### src/rtl/cpu_pkg.sv
// Shared CPU front-end definitions: PC geometry, reset vector and the
// enums that make the next-PC generator's state and chosen source visible.
package cpu_pkg;

    localparam int PC_WIDTH = 16;
    localparam int PC_STEP  = 4;
    localparam logic [PC_WIDTH-1:0] PC_RESET_VEC = 16'h0000;

    typedef enum logic {
        RUN,
        HALTED
    } pc_state_t;

    typedef enum logic [2:0] {
        SRC_HOLD,
        SRC_RET,
        SRC_CALL,
        SRC_JUMP,
        SRC_BRANCH,
        SRC_SEQ
    } pc_src_t;

endpackage

### src/rtl/ras_stack.sv
// Circular return-address stack: a push while full silently overwrites the
// oldest entry; replace rewrites the top entry in place.
module ras_stack #(
    parameter  int WIDTH = 16,
    parameter  int DEPTH = 4,
    localparam int PW    = $clog2(DEPTH),
    localparam int CW    = $clog2(DEPTH) + 1
) (
    input  logic             clk,
    input  logic             rst,
    input  logic             push,
    input  logic             pop,
    input  logic             replace,
    input  logic [WIDTH-1:0] wdata,
    output logic [WIDTH-1:0] top_data,
    output logic [CW-1:0]    count,
    output logic             full,
    output logic             empty
);

    localparam logic [PW-1:0] PTR_ONE = PW'(1);
    localparam logic [CW-1:0] CNT_ONE = CW'(1);

    logic [WIDTH-1:0] mem [DEPTH];
    logic [PW-1:0]    ptr;
    logic [CW-1:0]    cnt;

    assign full     = (cnt == CW'(DEPTH));
    assign empty    = (cnt == '0);
    assign count    = cnt;
    assign top_data = mem[ptr];

    // ptr always addresses the current top entry; a reset only clears the
    // bookkeeping, which is enough to discard every stored address.
    always_ff @(posedge clk or negedge rst) begin
        if (!rst) begin
            ptr <= '0;
            cnt <= '0;
        end else if (push) begin
            ptr <= ptr + PTR_ONE;
            if (!full) cnt <= cnt + CNT_ONE;
        end else if (pop) begin
            ptr <= ptr - PTR_ONE;
            cnt <= cnt - CNT_ONE;
        end
    end

    always_ff @(posedge clk) begin
        if (push)         mem[ptr + PTR_ONE] <= wdata;
        else if (replace) mem[ptr]           <= wdata;
    end

endmodule

### src/rtl/pc_next_gen.sv
// Next-fetch-address generator feeding p_counter: prioritised PC source mux,
// run/halted FSM, return-address stack and sticky stack error flags.
module pc_next_gen
    import cpu_pkg::*;
#(
    parameter  int                 WIDTH     = PC_WIDTH,
    parameter  int                 STEP      = PC_STEP,
    parameter  int                 RAS_DEPTH = 4,
    parameter  logic [WIDTH-1:0]   RESET_VEC = PC_RESET_VEC,
    localparam int                 CW        = $clog2(RAS_DEPTH) + 1
) (
    input  logic             clk,
    input  logic             rst,
    input  logic [WIDTH-1:0] PC,
    input  logic             stall,
    input  logic             branch_taken,
    input  logic [WIDTH-1:0] branch_target,
    input  logic             jump,
    input  logic [WIDTH-1:0] jump_target,
    input  logic             call,
    input  logic             ret,
    input  logic             halt,
    output logic [WIDTH-1:0] PC_Next,
    output logic             halted,
    output logic             ras_ovf,
    output logic             ras_unf,
    output pc_state_t        dbg_state,
    output pc_src_t          dbg_src,
    output logic [CW-1:0]    dbg_ras_count
);

    function automatic logic [WIDTH-1:0] align(input logic [WIDTH-1:0] a);
        return {a[WIDTH-1:2], 2'b00};
    endfunction

    pc_state_t        state, state_nxt;
    pc_src_t          src;
    logic [WIDTH-1:0] seq, nxt;
    logic [WIDTH-1:0] ras_top;
    logic             ras_full, ras_empty;
    logic             push, pop, replace, set_ovf, set_unf;

    assign seq = PC + WIDTH'(STEP);

    ras_stack #(
        .WIDTH (WIDTH),
        .DEPTH (RAS_DEPTH)
    ) u_ras (
        .clk      (clk),
        .rst      (rst),
        .push     (push),
        .pop      (pop),
        .replace  (replace),
        .wdata    (seq),
        .top_data (ras_top),
        .count    (dbg_ras_count),
        .full     (ras_full),
        .empty    (ras_empty)
    );

    always_ff @(posedge clk or negedge rst) begin
        if (!rst) state <= RUN;
        else      state <= state_nxt;
    end

    always_comb begin
        state_nxt = state;
        if (state == RUN && halt) state_nxt = HALTED;
    end

    always_comb begin
        halted    = (state == HALTED);
        dbg_state = state;
    end

    // Source selection; a simultaneous call+ret turns into a top-of-stack
    // replace (or a single push when the stack was already empty).
    always_comb begin
        src     = SRC_SEQ;
        nxt     = seq;
        push    = 1'b0;
        pop     = 1'b0;
        replace = 1'b0;
        set_ovf = 1'b0;
        set_unf = 1'b0;
        if (state == HALTED || halt || stall) begin
            src = SRC_HOLD;
            nxt = PC;
        end else if (ret) begin
            src = SRC_RET;
            if (!ras_empty) begin
                nxt     = ras_top;
                replace = call;
                pop     = !call;
            end else begin
                nxt     = seq;
                set_unf = 1'b1;
                push    = call;
            end
        end else if (call) begin
            src     = SRC_CALL;
            nxt     = align(jump_target);
            push    = 1'b1;
            set_ovf = ras_full;
        end else if (jump) begin
            src = SRC_JUMP;
            nxt = align(jump_target);
        end else if (branch_taken) begin
            src = SRC_BRANCH;
            nxt = align(branch_target);
        end
    end

    assign PC_Next = rst ? nxt : RESET_VEC;
    assign dbg_src = src;

    always_ff @(posedge clk or negedge rst) begin
        if (!rst) begin
            ras_ovf <= 1'b0;
            ras_unf <= 1'b0;
        end else begin
            if (set_ovf) ras_ovf <= 1'b1;
            if (set_unf) ras_unf <= 1'b1;
        end
    end

endmodule

### config.mk
export PLATFORM = sky130hd
export DESIGN_NAME = pc_next_gen
export DESIGN_NICKNAME = d
export VERILOG_FILES = /design/src/rtl/cpu_pkg.sv /design/src/rtl/ras_stack.sv /design/src/rtl/pc_next_gen.sv
export SDC_FILE = /design/constraint.sdc
export NUM_CORES = 1
export LEC_CHECK = 0
export CORE_MARGIN = 5
export CORE_UTILIZATION = 52
export DETAILED_ROUTE_END_ITERATION = 7
export GPL_TIMING_DRIVEN = 0
export PLACE_DENSITY = 0.84
export SETUP_SLACK_MARGIN = 0.02
export SLEW_MARGIN = 40
export SYNTH_ARGS = -nofsm -noshare
export SYNTH_HDL_FRONTEND = slang
export SYNTH_HIERARCHICAL = 1
export SYNTH_SLANG_ARGS = --single-unit
export TNS_END_PERCENT = 50
### constraint.sdc
create_clock -name clk -period 4 [get_ports clk]
set_input_delay 0.8 -clock clk [delete_from_list [all_inputs] [get_ports clk]]
set_output_delay 0.8 -clock clk [all_outputs]
set_load 0.1 [all_outputs]
## Yosys cells after proc, flatten, opt, wreduce, memory -nomap -nowiden

Memory sizes are Yosys's and may differ from the RTL's.
Index checks and enable logic that the tools add are counted.

- Register bits after elaboration: 8
- Output and inout bits: 26
- Bits in read-only memories: 0
- Bits in latches: 0
- Memories: 1
- RAM bits: 64

- Magnitude comparators: 0
- Bitwise operators: 1
- Divide/modulo/power cells: 0
- $mul: 0
- Multiplexer cells: 41
- $add $sub $neg: 5
- Shift operators: 0
- Reductions and logical operators: 8
- Eq/ne operators: 2

Memories:

| memory | depth | bits a word | rd ports | clocked after memory_dff | write ports | RTL line | source |
|---|---|---|---|---|---|---|---|
| u_ras.mem | 4 | 16 | 1 | 0 | 1 | ras_stack.sv:24 | `logic [WIDTH-1:0] mem [DEPTH];` |

Operators by type and width:

| cell | count |
|---|---|
| $mux 16 | 8 |
| $mux 1 | 23 |
| $mux 3 | 7 |
| $add 16x3->16 const B | 1 |
| $reduce_or 16->1 | 1 |
| $mux 2 | 3 |
| $add 3x1->3 const B | 1 |
| $eq 3x3->1 const B | 1 |
| $logic_not 3->1 | 1 |
| $sub 3x1->3 const B | 1 |
| $add 2x1->2 const B | 1 |
| $logic_or 1x1->1 | 2 |
| $ne 2x2->1 const B | 1 |
| $reduce_and 2->1 | 1 |
| $reduce_bool 2->1 | 1 |
| $sub 2x1->2 const B | 1 |
| $logic_and 1x1->1 | 1 |
| $logic_not 1->1 | 1 |
| $not 1->1 | 1 |

## Logic depth before layout (Yosys ltp)

- Word-level depth: 9
- Gate-level depth with buffers: 12
- Depth with buffers taken out: 8

## Hierarchy

Netlist, hierarchy kept.

Modules (own cells, without submodules):

| module | area each (um^2) | cells an instance | instances |
|---|---|---|---|
| ras_stack | 2678.8 | 123 | 1 |
| pc_next_gen | 1260.0 | 204 | 1 |

## Worst setup path after synthesis

No wires, ideal clock.

- Path kind: reg2out
- From: register u_ras.cnt[0] (netlist: u_ras/count[0])
- To: output PC_Next[2]
- Data arrival time: 4.195 ns
- Buffers on the path: 3
- Path slack: -0.995 ns
- Cell stages (with the launch flop): 8
- Cell sequence: dfrtp_1 > nor3_1 > clkbuf_1 > nand2b_1 > clkbuf_1 > buf_2 > o2111ai_1 > a21boi_0

- Cells in the longest elaborated chain, start to end: 5

RTL lines:

| element | RTL line | source |
|---|---|---|
| start: declaration | ras_stack.sv:26 | `logic [CW-1:0] cnt;` |
| start signal: assignment | ras_stack.sv:41 | `if (!full) cnt <= cnt + CNT_ONE;` |
| start signal: assignment | ras_stack.sv:44 | `cnt <= cnt - CNT_ONE;` |
| $logic_not 3->1 | ras_stack.sv:29 | `assign empty = (cnt == '0);` |
| net ras_empty | pc_next_gen.sv:40 | `logic ras_full, ras_empty;` |
| $mux 16 | pc_next_gen.sv:91 | `if (!ras_empty) begin` |
| $mux 16 | pc_next_gen.sv:89 | `end else if (ret) begin` |
| $mux 16 | pc_next_gen.sv:86 | `if (state == HALTED \|\| halt \|\| stall) begin` |
| $mux 16 | pc_next_gen.sv:114 | `assign PC_Next = rst ? nxt : RESET_VEC;` |
| end: declaration | pc_next_gen.sv:23 | `output logic [WIDTH-1:0] PC_Next,` |

The timed path passes the listed nets, and every way through them passes these cells.

## Worst setup path in the final report

- From: input stall
- To: output PC_Next[1]

- Cells in the longest elaborated chain, start to end: 3

RTL lines:

| element | RTL line | source |
|---|---|---|
| start: declaration | pc_next_gen.sv:15 | `input logic stall,` |
| $logic_or 1x1->1 | pc_next_gen.sv:86 |  |
| $mux 16 | pc_next_gen.sv:86 |  |
| $mux 16 | pc_next_gen.sv:114 |  |

No other way between the ends.

==> impl_metrics.json <==
{
  "diodes": 0,
  "fin_ws_ps": 113,
  "grt_pass1_wl_mm": 17.2,
  "drv_cap": 0,
  "grt_max_degree": 17,
  "status": "completed",
  "cp_top_family": "buffers and inverters",
  "cts_max_level": 3,
  "cts_hold_buf": 0,
  "cts_tree": "yes",
  "setup_viol": 0,
  "areaGrowthSynthToFinish_pct": 26.6,
  "drtPass1Iterations": 6,
  "min_from": "ras_ovf",
  "synth_area_sq_mm": 0.00394,
  "synthArstFlopShare_pct": 11.1,
  "fp.dieH_um": 97.0,
  "ys_seq_area_share_pct": 53.9,
  "post-route-drc-count": 0,
  "grt-ovfl-total": 0,
  "crit_chain": "clkdlybuf4s50_1 -> or3_1 -> clkbuf_1 -> clkbuf_2 -> o21ai_0 -> a21boi_2 -> buf_2",
  "cp-startpoint": "stall",
  "seq_area_sq_mm": 0.00212,
  "fin_util_pct": 68.0,
  "antenna_found_initial": 0,
  "slowest_stage": "clkdlybuf4s50_1",
  "syn_inst": 327,
  "wl_per_cell_um": 20.9,
  "power_per_cell_area_mw_per_mm2": 334,
  "crit_type": "input port to output port",
  "clk_latency_ps": 340,
  "hold_violations": 0,
  "dpl.hpwl_mm": 7.73,
  "regToRegStartpoint": "u_ras/count[0]",
  "root_buffer": "clkbuf_8",
  "yosysWarnings": 6,
  "cp_num_buf_inv": 4,
  "synth.top_cell.area_share_pct": 48.8,
  "drv_slew": 0,
  "worstPathArrival_ps": 3090,
  "mappedNetlistNets": 385,
  "drtIter0Drc": 418,
  "nFillCells": 553,
  "critPathCaptureType": "output port",
  "io_pins": 82,
  "drive_gt1_share_pct": 21.7,
  "num_rows": 31,
  "multi_input_area_sq_mm": 0.00169,
  "critPathLaunchType": "input port",
  "grt_util_all_layers_pct": 23.2,
  "yosys.area.top_type": "edfxtp_1",
  "viasPerCell": 6.24,
  "fin_area_sq_mm": 0.00499,
  "fin_nets": 473,
  "ys_ff_latch": 72,
  "drt-total-wl_mm": 10.8,
  "cts_buffers": 9,
  "die_x_um": 97.0,
  "synth_ff_type": "edfxtp_1",
  "place_ws_ps": -254,
  "clk_pin_slew_ps": 70,
  "clock-sinks": 72,
  "finalNonFillerCells": 518,
  "required_ps": 3200,
  "grt_pass1_vias": 3298,
  "syn_avg_cell_area_sq_um": 12.0,
  "fin_skew_ps": 9.22,
  "cpPeakStageDelay_ps": 560,
  "synth_cell_types": 59,
  "max-clock-path-buffers": 2,
  "die_area_sq_mm": 0.00941,
  "fmax_mhz": 257,
  "vias": 3232,
  "place.gp.congestion": 0.970,
  "min_period_ps": 3890,
  "antenna_left": 0,
  "synth_edf_count": 64,
  "p_leak_nw": 1.78,
  "hold_path_class": "flop to flop",
  "rsz0062_at_grt": "no",
  "relSlewSlack_pct": 58.1,
  "crit_fanout": 10,
  "synth_area_leaders": "edfxtp_1, mux4_2, dfrtp_1, o21ai_0, nor2_1",
  "fin_crit_sh_pct": 97.2,
  "dpl_cell_area_sq_mm": 0.00475,
  "core_sq_mm": 0.00733,
  "worst_slew_pin_slew_ps": 624,
  "initial_utilization_pct": 53.7,
  "peakVddDrop_mv": 0.242,
  "place_inst": 502,
  "port_buffers": 74
}
[cell usage after synthesis (all sizes together) (6+ instances only)]
| cell | count |
|---|---|
| a21oi | 18 |
| a31oi | 6 |
| buf | 14 |
| clkbuf | 11 |
| dfrtp | 8 |
| edfxtp | 64 |
| inv | 14 |
| mux4 | 16 |
| nand2 | 21 |
| nor2 | 27 |
| nor3 | 8 |
| o21ai | 22 |
| o221ai | 6 |
| xnor2 | 9 |
[timing repair]
item,4_1_cts,5_1_grt
resized for setup,14,18
endpoints found under the hold margin,0,0
setup buffers,0,1
endpoints found under the setup margin,14,13
gates cloned,0,0
[power breakdown]
part	internal, mW	leakage, nW	total, mW	switching [mW]
logic	0.143	1.03	0.379	0.236
registers	0.826	0.678	0.835	0.00861
clock network	0.219	0.0726	0.454	0.235
total	1.19	1.78	1.67	0.480
[worst register-to-register path, cell delays in order (launching register included)]
cell	delay, ps
dfrtp_1	470
nor3_1	200
clkbuf_2	240
nand2b_1	130
clkbuf_1	330
buf_2	340
and3_1	240
buf_2	220
inv_1	120
fa_1	470
or3b_1	390
a21oi_1	150
a21oi_1	50
[stage by stage]
stage | setup TNS (ps) | power, mW | hold slack, ps
6_report | 0 | 1.67 | 514
5_1_grt | 0 | 1.73 | 546
4_1_cts | -41.0 | 1.66 | 499
3_5_place_dp | -1870 | 1.22 | 485
3_3_place_gp | -55190 | 1.22 | 481
2_1_floorplan | -2470 | 1.09 | 504
[sequential cells by signal (all words and copies together) (netlist names)]
signal,flops
ras_unf,1
u_ras/mem,64
dbg_state,1
u_ras/count,3
ras_ovf,1
u_ras/ptr,2
[cells by family (layout without fill, tap and decap cells)]
group | count (synthesis) | count (layout) | share of synthesized area [%]
multiplexers | 18 | 18 | 9.75
flip-flops | 72 | 72 | 53.9
XOR/XNOR | 14 | 14 | 3.11
AO/OA/AOI/OAI | 90 | 90 | 15.2
AND/OR/NAND/NOR | 92 | 92 | 12.1
adder cells (fa/ha/maj) | 2 | 2 | 0.826
buffers and inverters | 39 | 131 | 5.11
[layout by cell type (no fill, tap or decap), drive strengths merged, types with 9 or more instances in the layout]
master,instances
edfxtp,64
o21ai,22
buf,39
nor2,27
inv,14
a21oi,18
xnor2,9
clkdlybuf4s50,45
clkbuf,28
nand2,21
mux4,16
[routing by layer]
layer / GRT usage (%) / up-vias / wire, um
met5: 0 / - / 0
met4: 10.0 / 0 / 333
met3: 6.04 / 42 / 1110
met2: 37.4 / 210 / 5260
met1: 29.6 / 1551 / 4140
li1: - / 1429 / -
[area by class of cell]
class                           instances  area share, %
Buffer                                 25           3.09
Clock buffer                           13           2.79
Clock inverter                          2          0.151
Inverter                               14           1.05
Multi-Input combinational cell        216           33.9
Sequential cell                        72           42.6
Tap cell                               99           2.48
Timing Repair Buffer                   77           14.0
[final timing paths]
kind	slack, ps	depth (start not counted)	end
max	110	7	PC_Next[1]
min	510	1	ras_ovf
max reg2reg	560	12	u_ras/count[2]
min reg2reg	510	1	ras_ovf
max in group asynchronous	2860	1	u_ras/ptr[1]
min in group asynchronous	790	1	u_ras/count[1]
Note: power is estimated with default switching activity, not from simulation.
